<file path="src/rtl/sub2_pkg.sv">
// Shared types and frame layout for the sub2 byte-stream bridge.
package sub2_pkg;
  typedef logic [7:0] byte_t;
  typedef logic [0:2][7:0] arr3_t;

  localparam int FRAME_BYTES = 7;
  localparam int HDR_E       = 0;
  localparam int HDR_F_LSB   = 1;

  typedef enum logic [1:0] {RX, WAIT, TX} state_t;
endpackage

</file>
<file path="src/rtl/sub2_link.sv">
// Deserializes a 7-byte request onto sub2's inputs, waits RSP_LAT cycles,
// then serializes sub2's outputs back as a 7-byte response.
module sub2_link
  import sub2_pkg::*;
#(
  parameter int RSP_LAT = 1
) (
  input  logic  clk,
  input  logic  rst_n,
  input  logic  in_valid,
  output logic  in_ready,
  input  byte_t in_data,
  output logic  out_valid,
  input  logic  out_ready,
  output byte_t out_data,
  output logic  busy,
  output logic  sig_e,
  output logic [1:0] sig_f,
  output arr3_t sig_g,
  output byte_t sig_h [0:2],
  input  logic  sig_i,
  input  logic [1:0] sig_j,
  input  arr3_t sig_k,
  input  byte_t sig_l [0:2]
);
  localparam int LAST = FRAME_BYTES - 1;

  // Handshake rule on both channels: a byte moves on a rising edge where
  // valid && ready are both high; the sender holds data stable until then.

  state_t     state;
  logic [2:0] byte_cnt;
  logic [3:0] wait_cnt;
  byte_t      stage [0:LAST-1];
  byte_t      rsp   [0:LAST];

  assign in_ready = rst_n && (state == RX);
  assign busy     = (state != RX);

  always_ff @(posedge clk) begin
    if (!rst_n) begin
      state     <= RX;
      byte_cnt  <= '0;
      wait_cnt  <= '0;
      out_valid <= 1'b0;
      out_data  <= '0;
      sig_e     <= 1'b0;
      sig_f     <= '0;
      sig_g     <= '0;
      for (int i = 0; i < 3; i++) sig_h[i] <= '0;
      for (int i = 0; i < LAST; i++) stage[i] <= '0;
      for (int i = 0; i <= LAST; i++) rsp[i] <= '0;
    end else begin
      case (state)
        RX: begin
          if (in_valid) begin
            if (byte_cnt == 3'(LAST)) begin
              // Whole bundle is loaded in one edge so sub2 never sees a mixed frame.
              sig_e    <= stage[0][HDR_E];
              sig_f    <= stage[0][HDR_F_LSB +: 2];
              sig_g    <= {stage[1], stage[2], stage[3]};
              sig_h[0] <= stage[4];
              sig_h[1] <= stage[5];
              sig_h[2] <= in_data;
              byte_cnt <= '0;
              wait_cnt <= 4'd1;
              state    <= WAIT;
            end else begin
              stage[byte_cnt] <= in_data;
              byte_cnt        <= byte_cnt + 3'd1;
            end
          end
        end
        WAIT: begin
          if (wait_cnt == 4'(RSP_LAT)) begin
            rsp[0]    <= {5'b0, sig_j, sig_i};
            rsp[1]    <= sig_k[0];
            rsp[2]    <= sig_k[1];
            rsp[3]    <= sig_k[2];
            rsp[4]    <= sig_l[0];
            rsp[5]    <= sig_l[1];
            rsp[6]    <= sig_l[2];
            out_data  <= {5'b0, sig_j, sig_i};
            out_valid <= 1'b1;
            wait_cnt  <= '0;
            state     <= TX;
          end else begin
            wait_cnt <= wait_cnt + 4'd1;
          end
        end
        TX: begin
          if (out_ready) begin
            if (byte_cnt == 3'(LAST)) begin
              state     <= RX;
              byte_cnt  <= '0;
              out_valid <= 1'b0;
              out_data  <= '0;
            end else begin
              byte_cnt <= byte_cnt + 3'd1;
              out_data <= rsp[byte_cnt + 3'd1];
            end
          end
        end
        default: state <= RX;
      endcase
    end
  end
endmodule

</file>
<file path="config.mk">
export PLATFORM = sky130hd
export DESIGN_NAME = sub2_link
export DESIGN_NICKNAME = d
export VERILOG_FILES = /design/src/rtl/sub2_pkg.sv /design/src/rtl/sub2_link.sv
export SDC_FILE = /design/constraint.sdc
export NUM_CORES = 1
export LEC_CHECK = 0
export ABC_AREA = 1
export CORE_MARGIN = 2
export CORE_UTILIZATION = 50
export CTS_CLUSTER_DIAMETER = 80
export DETAILED_ROUTE_END_ITERATION = 16
export HOLD_SLACK_MARGIN = 0.05
export PLACE_DENSITY = 0.85
export SYNTH_ARGS = -nofsm -noshare
export SYNTH_HDL_FRONTEND = slang
export SYNTH_SLANG_ARGS = --single-unit
</file>
<file path="constraint.sdc">
create_clock -name clk -period 5.69 [get_ports clk]
set_input_delay 1.707 -clock clk [delete_from_list [all_inputs] [get_ports clk]]
set_output_delay 1.707 -clock clk [all_outputs]
set_load 0.02 [all_outputs]
</file>
==> metrics.md <==
| Metric | Value |
|---|---|
| RSZ-0062 raised after global routing | `no` |
| M2 GR Usage | `roughly 37%` |
| Hold WC Path Type | `reg -> reg` |
| Setup Buffers After CTS | `0` |
| Die H | `121 um` |
| ANT nets after route | `0` |
| I/O Buffers | `124` |
| Total negative setup slack | `0 ps` |
| Post-Layout Cell Count | `1,060` |
| Mapped cell area | `6810 um2` |
| CTS Buf Count | `17` |
| Share of post-route cells with drive strength above 1 | `6.11%` |
| GR Util met3 | `5.05%` |
| Netlist cell types | `29` |
| Logic pwr share | `7.7%` |
| H-tree lvl count | `4` |
| Final Max Tran Viols | `0` |
| DR DRC count | `0` |
| Total grt overflow | `0` |
| Die ar. | `14,600 um2` |
| Clock buffer depth | `2` |
| Period utilization | `79.0%` |
| Commonest non-fill, non-tap cell in the layout | `inv_1` |
| Startpoint types | `primary input` |
| CTS tree | `built` |
| Element type at the critical path end | `primary output` |
| DP Worst Slack | `1200 ps` |
| # IOs | `125` |
| Final WL | `14,700 um` |
| Power density over the cells | `296 nW/um2` |
| CTS root buffer | `clkbuf_16` |
| GRT busiest layer | `met2` |
| Routed len/inst | `roughly 14 um` |
| Syn Inst Count | `752` |
| Clock skew | `roughly 10 ps` |
| Sequential area share after synthesis | `61.7%` |
| DRT Pass-1 Iters | `6` |
| Initial antenna violation count | `0` |
| Post-DP HPWL | `9780 um` |
| Die Width | `121 um` |
| Final worst slack | `1190 ps` |
| Slew @ Worst Pin | `roughly 1200 ps` |
| Cell accounting for the most synthesized area | `edfxtp_1` |
| Antenna cells | `0` |
| Most frequent cells in the layout | `inv_1 (162), clkdlybuf4s50_1 (123), nand2_1 (102), nor2_1 (99), edfxtp_1 (94)` |
| Post-cts resize count | `0` |
| DR iter-0 viols | `just over 500` |
| Synth top area cells | `edfxtp_1 (41%), dfxtp_1 (20%), inv_1 (8.9%)` |
| Mapped Nets | `between 800 and 900` |
| Synthesis-to-layout area growth | `28.5%` |
| Peak supply drop | `207 uV` |
| Vias in the first global route | `just over 5,000` |
| Core region area | `13,300 um2` |
| Final setup fails | `0` |
| Syn avg cell area | `9.06 um2` |
| Worst-path clk slew | `approximately 60 ps` |
| Max cap viols | `0` |
| # rows | `42` |
| Tot Pwr | `2.59 mW` |
| Critical path class | `in -> out` |
| Fmax achieved | `0.222 GHz` |
| Worst Path Max Fanout | `8` |
| Pin count of the biggest net entering global routing | `around 80` |
| Synth Register Bits | `163` |
| Fin. Hold Viols | `0` |
| Synth Warn # | `0` |
| RD Place Congestion | `between 0.8 and 0.9` |
| Fin nets | `938` |
| Clock Latency Late Sink | `~430 ps` |
| Sw frac | `between 20% and 30%` |
| Worst hold slack | `447 ps` |
| Worst relative slew slack | `18.8%` |
| GRT Util Overall | `about a fifth` |
| Clock power frac | `between 40% and 50%` |
| Starting density of the core | `51.2%` |
| Via count | `approximately 5,300` |
| Post-synth top area share | `41.4%` |
| Switching power | `between 0.6 and 0.7 mW` |
| Final min period | `4500 ps` |
| Placed cell count | `1,028` |
| Sink Count | `~160` |
| Worst Path Arrival | `2790 ps` |
| Post-CTS Hold Buffers | `0` |
| Leakage | `3.62 nW` |
| Power Internal | `1.97 mW` |
| Flop pwr share | `roughly half` |
| Routing usage on met1 | `24.4%` |
| Status | `completed` |
| Vias per std cell | `4.96` |
| First-pass GRT wire length | `23,400 um` |
| Worst Path Required | `3980 ps` |
==> worst max-delay path: stages <==
cell	delay, ps
buf_2	120
inv_1	160
nor2_1	180
clkdlybuf4s50_1	620
==> metal layers <==
layer / part of all wire, % / wire length [um] / vias to the layer above
met5: 0 / 0 / -
met4: 2.4 / 355 / 0
met1: 40 / 5860 / 2397
li1: - / - / 2602
met3: 7.1 / 1050 / 27
met2: 50 / 7390 / 234
==> flip-flops by register name, indices dropped and copies added, names as in the netlist <==
signal and flops:
sig_h 24, wait_cnt 4, sig_f 2, state 2, out_data 8, sig_e 1
out_valid 1, stage 43, sig_g 24, byte_cnt 3, rsp 51
==> logic make-up after synthesis <==
group,synth area share [%]
adders and majority gates,0.735
xor gates and xnor gates,0.257
buffers and inverters,11.2
DFF,61.7
AOI/OAI and AO/OA,9.59
and+or+nand+nor,16.5
==> metrics by stage <==
| stage | instance area [um2] | utilization, % |
|---|---|---|
| floorplan | 6810 | - |
| global placement | 8180 | 61.5 |
| detailed placement | 8180 | 61.5 |
| CTS | 8750 | 65.8 |
| global route | 8750 | 65.8 |
| finish | 8750 | 65.8 |
==> path summary, 6_finish.rpt <==
| check | endpoint | from | slack [ps] | cells past startpoint |
|---|---|---|---|---|
| worst max-delay path | in_ready | rst_n | 1190 | 4 |
| worst min-delay path | sig_g[18] | sig_g[18] | 450 | 2 |
| worst max register to register | out_data[4] | byte_cnt[0] | 2590 | 8 |
| worst min register to register | sig_g[18] | sig_g[18] | 450 | 2 |
==> power by group through the flow <==
stage / logic [mW] / registers, mW / clock network [mW]
after global placement: 0.191 / 1.31 / 0
after detailed placement: 0.196 / 1.32 / 0
after global routing: 0.217 / 1.29 / 1.16
after CTS: 0.198 / 1.29 / 1.11
after floorplan: 0.109 / 1.32 / 0
final: 0.198 / 1.29 / 1.10
==> cell usage after synthesis <==
library cell,number
ha_1,4
and3_1,1
edfxtp_1,94
nand2_1,102
buf_1,1
nand3_1,46
buf_4,1
inv_2,1
nor3_1,1
a211oi_1,1
nor2_8,1
o31ai_1,1
nor2_4,2
nor2_1,99
inv_4,1
o21ai_1,8
buf_6,2
inv_1,162
clkbuf_1,14
o21ai_0,52
nand2_2,3
dfxtp_1,69
o21ai_2,2
xor2_1,2
nand3_2,1
a21oi_1,64
nand2_4,5
buf_2,11
clkinv_1,1
==> cell type report <==
type                    instances  area, um2
multi-input cells             395       1860
repair buffers                129       1270
fillers                      1052       4550
clock inverters                15        149
well taps                     176        220
inverters                     165        622
clock buffers                  17        425
flip-flops and latches        163       4200
No activity file was read; power rests on OpenSTA's default activity.
